==> src/rtl/reply_scheduler.sv <==
// reply_scheduler
//
// Answers every command-match event from the receive-side string matcher
// by streaming a fixed ASCII reply into the UART transmitter, one byte at
// a time, over a start/busy handshake. Match results are buffered in a
// 4-entry FIFO so that bursts of matches are not lost while a reply is
// still being sent.
//
// Parameters
//   ACK_TIMEOUT     cycles to wait for tx_busy_i to rise after a start
//                   before the byte is treated as sent (2..255)
//
// Ports
//   clk_i           system clock
//   rst_n_i         synchronous active-low reset
//   match_i         one-cycle match event from the matcher
//   match_result_i  ASCII result code, sampled when match_i=1
//   tx_busy_i       UART TX busy flag
//   tx_start_o      one-cycle request to send tx_data_o
//   tx_data_o       byte to send, stable from one start to the next
//   last_result_o   most recent match_result_i seen with match_i
//   drop_cnt_o      saturating count of matches lost to a full FIFO
//   sched_busy_o    high while the FIFO holds entries or a reply is active

module reply_scheduler #(
  parameter int unsigned ACK_TIMEOUT = 16
) (
  input  logic       clk_i,
  input  logic       rst_n_i,
  input  logic       match_i,
  input  logic [7:0] match_result_i,
  input  logic       tx_busy_i,
  output logic       tx_start_o,
  output logic [7:0] tx_data_o,
  output logic [7:0] last_result_o,
  output logic [7:0] drop_cnt_o,
  output logic       sched_busy_o
);

  typedef enum logic [2:0] {
    IDLE,
    FETCH,
    SEND,
    WAIT_ACK,
    WAIT_DONE,
    NEXT
  } state_e;

  localparam logic [7:0] TimerLast = 8'(ACK_TIMEOUT - 1);

  state_e     state_q, state_d;
  logic [1:0] code_q, code_d;
  logic [2:0] idx_q, idx_d;
  logic [7:0] timer_q, timer_d;
  logic [7:0] txData_q, txData_d;

  logic [1:0] fifoMem_q [4];
  logic [1:0] wrPtr_q, wrPtr_d;
  logic [1:0] rdPtr_q, rdPtr_d;
  logic [2:0] count_q, count_d;

  logic [7:0] lastResult_q, lastResult_d;
  logic [7:0] dropCnt_q, dropCnt_d;

  logic [1:0] matchCode;
  logic       fifoFull;
  logic       fifoEmpty;
  logic       push;
  logic       pop;
  logic       drop;
  logic [2:0] lastIdx;

  // Number of bytes in the reply for a given code, CR LF included.
  function automatic logic [2:0] replyLen(input logic [1:0] code);
    logic [2:0] len;
    case (code)
      2'd0:    len = 3'd5;
      2'd1:    len = 3'd7;
      2'd2:    len = 3'd6;
      default: len = 3'd7;
    endcase
    return len;
  endfunction

  // Reply ROM: "ERR\r\n", "START\r\n", "STOP\r\n", "HITSZ\r\n".
  function automatic logic [7:0] replyByte(input logic [1:0] code, input logic [2:0] idx);
    logic [7:0] b;
    case ({code, idx})
      5'b00_000: b = 8'h45;
      5'b00_001: b = 8'h52;
      5'b00_010: b = 8'h52;
      5'b00_011: b = 8'h0D;
      5'b00_100: b = 8'h0A;
      5'b01_000: b = 8'h53;
      5'b01_001: b = 8'h54;
      5'b01_010: b = 8'h41;
      5'b01_011: b = 8'h52;
      5'b01_100: b = 8'h54;
      5'b01_101: b = 8'h0D;
      5'b01_110: b = 8'h0A;
      5'b10_000: b = 8'h53;
      5'b10_001: b = 8'h54;
      5'b10_010: b = 8'h4F;
      5'b10_011: b = 8'h50;
      5'b10_100: b = 8'h0D;
      5'b10_101: b = 8'h0A;
      5'b11_000: b = 8'h48;
      5'b11_001: b = 8'h49;
      5'b11_010: b = 8'h54;
      5'b11_011: b = 8'h53;
      5'b11_100: b = 8'h5A;
      5'b11_101: b = 8'h0D;
      5'b11_110: b = 8'h0A;
      default:   b = 8'h00;
    endcase
    return b;
  endfunction

  // Only the three known command results get their own reply; anything
  // else, including the explicit "none" code, is answered with ERR.
  always_comb begin
    case (match_result_i)
      8'h31:   matchCode = 2'd1;
      8'h32:   matchCode = 2'd2;
      8'h33:   matchCode = 2'd3;
      default: matchCode = 2'd0;
    endcase
  end

  assign fifoFull  = (count_q == 3'd4);
  assign fifoEmpty = (count_q == 3'd0);
  assign lastIdx   = replyLen(code_q) - 3'd1;

  // Sequencer. The next byte is loaded into txData on the way into SEND
  // so that it is already valid in the cycle tx_start is high, and it then
  // stays put until the following SEND. A UART that never acknowledges
  // cannot stall the reply: WAIT_ACK gives up after ACK_TIMEOUT cycles.
  always_comb begin
    state_d  = state_q;
    code_d   = code_q;
    idx_d    = idx_q;
    timer_d  = timer_q;
    txData_d = txData_q;
    pop      = 1'b0;
    case (state_q)
      IDLE: begin
        if (!fifoEmpty) begin
          state_d = FETCH;
        end
      end
      FETCH: begin
        pop      = 1'b1;
        code_d   = fifoMem_q[rdPtr_q];
        idx_d    = 3'd0;
        txData_d = replyByte(fifoMem_q[rdPtr_q], 3'd0);
        state_d  = SEND;
      end
      SEND: begin
        timer_d = 8'd0;
        state_d = WAIT_ACK;
      end
      WAIT_ACK: begin
        if (tx_busy_i) begin
          state_d = WAIT_DONE;
        end else if (timer_q == TimerLast) begin
          state_d = NEXT;
        end else begin
          timer_d = timer_q + 8'd1;
        end
      end
      WAIT_DONE: begin
        if (!tx_busy_i) begin
          state_d = NEXT;
        end
      end
      NEXT: begin
        if (idx_q == lastIdx) begin
          state_d = IDLE;
        end else begin
          idx_d    = idx_q + 3'd1;
          txData_d = replyByte(code_q, idx_q + 3'd1);
          state_d  = SEND;
        end
      end
      default: begin
        state_d = IDLE;
      end
    endcase
  end

  // FIFO bookkeeping. A pop in the same cycle as a push at full frees the
  // slot first, so the push still goes in. Only a push at full with no pop
  // is lost, and that is what the drop counter records. last_result
  // follows every match, dropped or not, since the display shows what was
  // recognised rather than what will be answered.
  always_comb begin
    push = match_i && (!fifoFull || pop);
    drop = match_i && fifoFull && !pop;

    wrPtr_d = push ? wrPtr_q + 2'd1 : wrPtr_q;
    rdPtr_d = pop ? rdPtr_q + 2'd1 : rdPtr_q;

    case ({push, pop})
      2'b10:   count_d = count_q + 3'd1;
      2'b01:   count_d = count_q - 3'd1;
      default: count_d = count_q;
    endcase

    dropCnt_d = dropCnt_q;
    if (drop && (dropCnt_q != 8'hFF)) begin
      dropCnt_d = dropCnt_q + 8'd1;
    end

    lastResult_d = match_i ? match_result_i : lastResult_q;
  end

  // FIFO storage needs no reset: the count and pointers decide which
  // entries are meaningful.
  always_ff @(posedge clk_i) begin
    if (push) begin
      fifoMem_q[wrPtr_q] <= matchCode;
    end
  end

  // State registers. Reset drops any reply in progress and empties the
  // FIFO; a byte the UART has already taken is simply left to finish.
  always_ff @(posedge clk_i) begin
    if (!rst_n_i) begin
      state_q      <= IDLE;
      code_q       <= 2'd0;
      idx_q        <= 3'd0;
      timer_q      <= 8'd0;
      txData_q     <= 8'h00;
      wrPtr_q      <= 2'd0;
      rdPtr_q      <= 2'd0;
      count_q      <= 3'd0;
      lastResult_q <= 8'h30;
      dropCnt_q    <= 8'd0;
    end else begin
      state_q      <= state_d;
      code_q       <= code_d;
      idx_q        <= idx_d;
      timer_q      <= timer_d;
      txData_q     <= txData_d;
      wrPtr_q      <= wrPtr_d;
      rdPtr_q      <= rdPtr_d;
      count_q      <= count_d;
      lastResult_q <= lastResult_d;
      dropCnt_q    <= dropCnt_d;
    end
  end

  assign tx_start_o    = (state_q == SEND);
  assign tx_data_o     = txData_q;
  assign last_result_o = lastResult_q;
  assign drop_cnt_o    = dropCnt_q;
  assign sched_busy_o  = !fifoEmpty || (state_q != IDLE);

endmodule
==> config.mk <==
export PLATFORM = sky130hd
export DESIGN_NAME = reply_scheduler
export DESIGN_NICKNAME = d
export VERILOG_FILES = /design/src/rtl/reply_scheduler.sv
export SDC_FILE = /design/constraint.sdc
export NUM_CORES = 1
export LEC_CHECK = 0
export CORE_UTILIZATION = 40
export DETAILED_ROUTE_END_ITERATION = 16
export GPL_TIMING_DRIVEN = 0
export HOLD_SLACK_MARGIN = 0.1
export PLACE_DENSITY_LB_ADDON = 0.15
export SETUP_SLACK_MARGIN = 0.05
export SLEW_MARGIN = 20
export SYNTH_ARGS = -nofsm -noshare
export SYNTH_HDL_FRONTEND = slang
export SYNTH_SLANG_ARGS = --single-unit
==> constraint.sdc <==
create_clock -name clk_i -period 2.1 [get_ports clk_i]
set_input_delay 0.315 -clock clk_i [delete_from_list [all_inputs] [get_ports clk_i]]
set_output_delay 0.315 -clock clk_i [all_outputs]
set_load 0.03 [all_outputs]
Word level (Yosys, flattened, before mapping)
Memory sizes are Yosys's and may differ from the RTL's. A register that Yosys moved wholly into a read port is not among the register bits.
Index checks and enable logic that the tools add are counted.
Cells by class
  reduce and logical (&&, ||, !) cells: 21
  eq/ne operators: 24
  mux-type cells: 22
  $add $sub $neg: 8
Operators with widths (count)
  one-hot mux 8 bit (2 select lines): 2
  equality test 8 x 6 -> 1 bit (second input constant): 3
  two-way mux 8 bit: 3
  one-hot mux 8 bit (3 select lines): 1
  one-hot mux 3 bit (6 select lines): 1
  adder 8 x 1 -> 8 bit (second input constant): 2
  two-way mux 3 bit: 5
  one-hot mux 3 bit (2 select lines): 2
  != test 2 bit (second input constant): 5
  equality test 3 bit (second input constant): 3
  equality test 2 bit (second input constant): 4
  equality test 8 x 4 -> 1 bit (second input constant): 1
  != test 8 bit (second input constant): 1
  adder 3 x 1 -> 3 bit (second input constant): 2
  equality test 3 x 2 -> 1 bit (second input constant): 2
  logical NOT 3 bit: 2
  two-way mux 2 bit: 3
  one-hot mux 2 bit (3 select lines): 1
  AND reduction 3 bit: 2
  nonzero test 2 bit: 3
  subtractor 3 x 1 -> 3 bit (second input constant): 2
  adder 2 x 1 -> 2 bit (second input constant): 2
  equality test 2 x 1 -> 1 bit (second input constant): 2
  logical AND 1 bit: 4
  other kinds (11): 17
Storage, ports and cells
  memory bits (writable): 8
  flip-flop bits (word level): 47
  memories: 2
  output and inout bits: 26
  bits in read-only memories: 192
Memories
  (name not given): depth 32, width 6, read ports 1, clocked after memory_dff 0, write ports 0, line 88  | case ({code, idx})
  fifoMem_q: depth 4, width 2, read ports 1, clocked after memory_dff 1, write ports 1, line 57  | logic [1:0] fifoMem_q [4];

Longest topological paths before layout
  word-level depth: 6
  gate-level depth with buffers: 12
  mapped depth without buffers: 10

Worst setup path before layout
No wires, ideal clock.
  kind: register to register
  start: register state_q[0]
  end: register count_q[2]
  cell stages (with the launch flop): 13
  slack: -212 ps
  period minus slack after synthesis: 2312 ps
  path buffers: 2
  data required time: 2030 ps
  library setup time: 70 ps
  data arrival time: 2241 ps
  cell sequence: dfxtp_1 > buf_2 > or3b_1 > buf_6 > nand3_1 > and2_1 > inv_1 > ha_1 > inv_1 > fa_1 > xor2_1 > or3_1 > a21oi_1
Between the ends
  longest elaborated chain between the ends: 6
  elaborated cells between the ends (all ways): 8
Ends and longest elaborated chain
  start: declaration: line 51  | state_e state_q, state_d;
  start signal: assignment: line 240  | state_q <= state_d;
  equality test 3 x 1 -> 1 bit (*): line 145  | case (state_q)
  two-way mux 1 bit (*): line 145
  logical OR 1 bit: line 197  | push = match_i && (!fifoFull || pop);
  logical AND 1 bit: line 197
  equality test 2 x 1 -> 1 bit or equality test 2 bit (tied branches): line 203  | case ({push, pop})
  one-hot mux 3 bit (2 select lines) or nonzero test 2 bit (tied branches)
  end signal: assignment: line 247  | count_q <= count_d;
  end: declaration: line 60  | logic [2:0] count_q, count_d;
Every way passes the cells marked *; elsewhere a longest branch is shown, timed or not.
A chain may end at the register's enable or synchronous reset.

Final worst setup path
Ends and elaborated chain as after synthesis.

==> metrics.md <==
| Metric | Value |
|---|---|
| Synth top area share | `between 30% and 40%` |
| Avg Cell Area, Syn | `9.02 sq um` |
| Die Area | `roughly 8000 sq um` |
| Worst vdd rail ir drop | `between 700 and 800 uV` |
| Total GRT Usage | `17.5%` |
| Crit path capture type | `flip-flop` |
| Antenna Cells | `0` |
| Row count | `31` |
| Sw Share | `a little under two fifths` |
| Primary FF master, synth | `dfxtp_1` |
| NumNets Final | `419` |
| Final hold viol count | `0` |
| Cts bufs inserted | `5` |
| Deepest clock path buffer count | `2` |
| Worst Slack Setup Final | `-0.0264 ns` |
| Routed wire length per instance | `13.5 um` |
| Routed WL | `about 6.6 mm` |
| GR Util met3 | `approximately 4.8%` |
| Vias in the first global route | `2301` |
| Clock latency on the worst-skew pair | `a little over 0.3 ns` |
| Initial antenna violation count | `0` |
| Met2 Usage GRT | `between 20% and 30%` |
| Post-Syn Instances | `331` |
| Global Route met1 Usage | `23.4%` |
| Placed cells | `~460` |
| First-pass GRT wire length | `roughly 11 mm` |
| Cell Area, Synth | `between 2000 and 3000 sq um` |
| Max Cap Viol | `0` |
| Leading cell types in the layout, fill and taps excluded | `nor2_1 (41), dfxtp_1 (41), clkdlybuf4s50_1 (31), nand2_1 (23), a21oi_1 (22)` |
| Count of final setup violators | `1` |
| Gr busiest metal | `met2` |
| Min Tclk post-route | `about 2.1 ns` |
| Internal power | `2.17 mW` |
| Crit Path Category | `reg -> reg` |
| Sequential fraction of the synthesis area | `just under 40%` |
| Status | `finished, violations left` |
| Crit Path Max Fanout | `6` |
| Width of the die | `approximately 88 um` |
| DR vias/cell | `5.09` |
| DRT iter0 DRCs | `approximately 110` |
| Layout Cells excl Fill | `between 400 and 500` |
| Root Buffer | `clkbuf_8` |
| DRC | `0` |
| Clk sinks | `between 50 and 60` |
| Slew Limit Fails | `0` |
| CP Launch Type | `flip-flop` |
| Core area | `between 7000 and 8000 sq um` |
| Violated checks | `setup timing` |
| Fmax | `roughly 0.47 GHz` |
| Data required time of the worst path | `between 2 and 2.5 ns` |
| Yosys cell types | `58` |
| Part of the power in registers | `just under 40%` |
| RSZ-0062 raised after global routing | `yes` |
| Worst Path Arrival | `2.38 ns` |
| Leak Pwr | `roughly 1.4 nW` |
| Hpwl dp | `approximately 4.5 mm` |
| Port bufs | `33` |
| Measured slew at the worst slew-check pin | `between 0.7 and 0.8 ns` |
| Critical path cell sequence | `or3b_1 -> buf_6 -> nand3_4 -> and2_4 -> inv_4 -> ha_4 -> inv_2 -> fa_2 -> xor2_1 -> or3_1 -> a21oi_2` |
| Clock power frac | `between 15 and 20%` |
| DR pass1 iterations | `4` |
| Setup TNS | `-0.0264 ns` |
| Logic pwr share | `44.0%` |
| Number of flops mapped to enable cells by yosys | `8` |
| Starting Density | `41.4%` |
| GP Congestion | `around 0.84` |
| Synth Register Bits | `55` |
| Fin crit share | `101%` |
| R2R depth | `11` |
| Total congestion overflow | `0` |
| Worst Hold Path Cells | `2` |
| Via Count | `between 2000 and 2500` |
| CP max stage delay | `0.37 ns` |
| Num ports | `38` |
| Post-synth top area cell | `dfxtp_1` |
| Worst min path class | `in -> reg` |
| Worst path slowest cell | `dfxtp_4` |
| Area grow syn2layout | `28.8%` |
| Asr flop ratio synth | `0%` |
| Clock-pin slew on the worst setup and hold paths | `0.10 ns` |
| CTS tree | `yes` |
| Ranking of synthesized cells by area | `dfxtp_1 (32%), edfxtp_1 (8.1%), ha_1 (7.1%), nor2_1 (5.4%), xnor2_1 (4.7%)` |
| Clk_skew | `slightly below 0.006 ns` |
| Psw | `about 1.3 mW` |
| Largest net degree at the start of global routing | `17` |
| Worst rel slew slack | `48.1%` |
| Pwr/cell area | `902 nW/um^2` |
| Yosys Warn Count | `0` |
| Layout cell share with drive strength beyond 1 | `between 10% and 20%` |
| H-tree depth | `2` |
| Post-route ant nets | `0` |
| Die height | `roughly 88 um` |
-- final cells by class --
type / count / area, sq um
buffer: 18 / 134
clock buffer: 7 / 76.3
clock inverter: 1 / 8.76
fill: 712 / 3370
inverter: 19 / 78.8
multi-input combinational: 238 / 1760
sequential: 55 / 1200
tap: 99 / 124
timing repair buffer: 52 / 464
-- synth_stat cells, types with 6 or more instances --
| library cell | instances |
|---|---|
| nand3_1 | 9 |
| ha_1 | 17 |
| xnor2_1 | 16 |
| nor2_1 | 43 |
| clkbuf_1 | 9 |
| nand2_1 | 23 |
| edfxtp_1 | 8 |
| dfxtp_1 | 47 |
| inv_1 | 18 |
| mux2i_1 | 9 |
| and2_1 | 6 |
| a21oi_1 | 24 |
| nand2b_1 | 8 |
-- worst paths after layout --
kind	from	slack, ns	to
setup / recovery	state_q[0]	-0.03	count_q[2]
hold / removal	rst_n_i	0.38	last_result_o[4]
hold reg to reg	tx_data_o[0]	0.47	tx_data_o[0]
setup reg to reg	state_q[0]	-0.03	count_q[2]
-- layer usage --
layer,routed length [um],part of all wire [%],vias up
met2,3150,48,42
met1,3150,48,1181
met5,0,0,-
li1,-,-,1260
met3,246,3.7,6
met4,44,0.67,0
-- metrics by stage --
step | hold WS (ns) | total power, mW | util [%] | setup slack (ns) | instance area [sq um]
3_3_place_gp | 0.456 | 2.69 | 48.2 | -0.337 | 3480
4_1_cts | 0.388 | 3.38 | 51.4 | -0.103 | 3710
2_1_floorplan | 0.444 | 2.33 | - | -0.0395 | 3030
6_report | 0.383 | 3.47 | 53.3 | -0.0264 | 3840
3_5_place_dp | 0.459 | 2.70 | 48.2 | -0.307 | 3480
5_1_grt | 0.399 | 3.71 | 53.3 | -0.120 | 3840
-- power groups by stage --
| stage | combinational [mW] | sequential, mW | clock [mW] |
|---|---|---|---|
| after detailed placement | 1.34 | 1.36 | 0 |
| after global placement | 1.33 | 1.35 | 0 |
| after global routing | 1.68 | 1.38 | 0.651 |
| after floorplan | 0.891 | 1.44 | 0 |
| after CTS | 1.41 | 1.35 | 0.618 |
| final | 1.53 | 1.35 | 0.587 |
-- logic make-up (layout without fill, tap and decap cells) --
kind of cell	count (synthesis)	count (layout)	share of synthesized area [%]
and+or+nand+nor	120	120	20.5
AOI/OAI and AO/OA	66	66	14.8
DFF	55	55	39.6
buffers and inverters	39	97	6.08
xor gates and xnor gates	20	20	5.87
adders and majority gates	18	18	7.80
muxes	12	12	5.28
other	1	2	0.126
-- critical path: cells and delay by family (launching register included) --
kind	cells	cell delay (ns)
AND/OR/NAND/NOR	4	0.74
adder cells (fa/ha/maj)	2	0.47
flip-flops	1	0.37
buffers and inverters	3	0.22
XOR/XNOR	1	0.15
AO/OA/AOI/OAI	1	0.12
-- flip-flops by register name (all words and copies together) (netlist names), named ones only --
name           count
fifoMem_q          8
count_q            3
tx_data_o          6
wrPtr_q            2
state_q            3
rdPtr_q            2
code_q             2
idx_q              3
last_result_o      8
drop_cnt_o         8
timer_q            8
-- repair_timing --
item	in CTS	in global routing
gates cloned	0	1
gates resized for setup	31	23
hold endpoints to repair	0	0
setup endpoints to repair	14	12
pin swaps	7	9
buffers inserted	9	9
hold buffers	0	0
No activity file was read; power rests on OpenSTA's default activity.
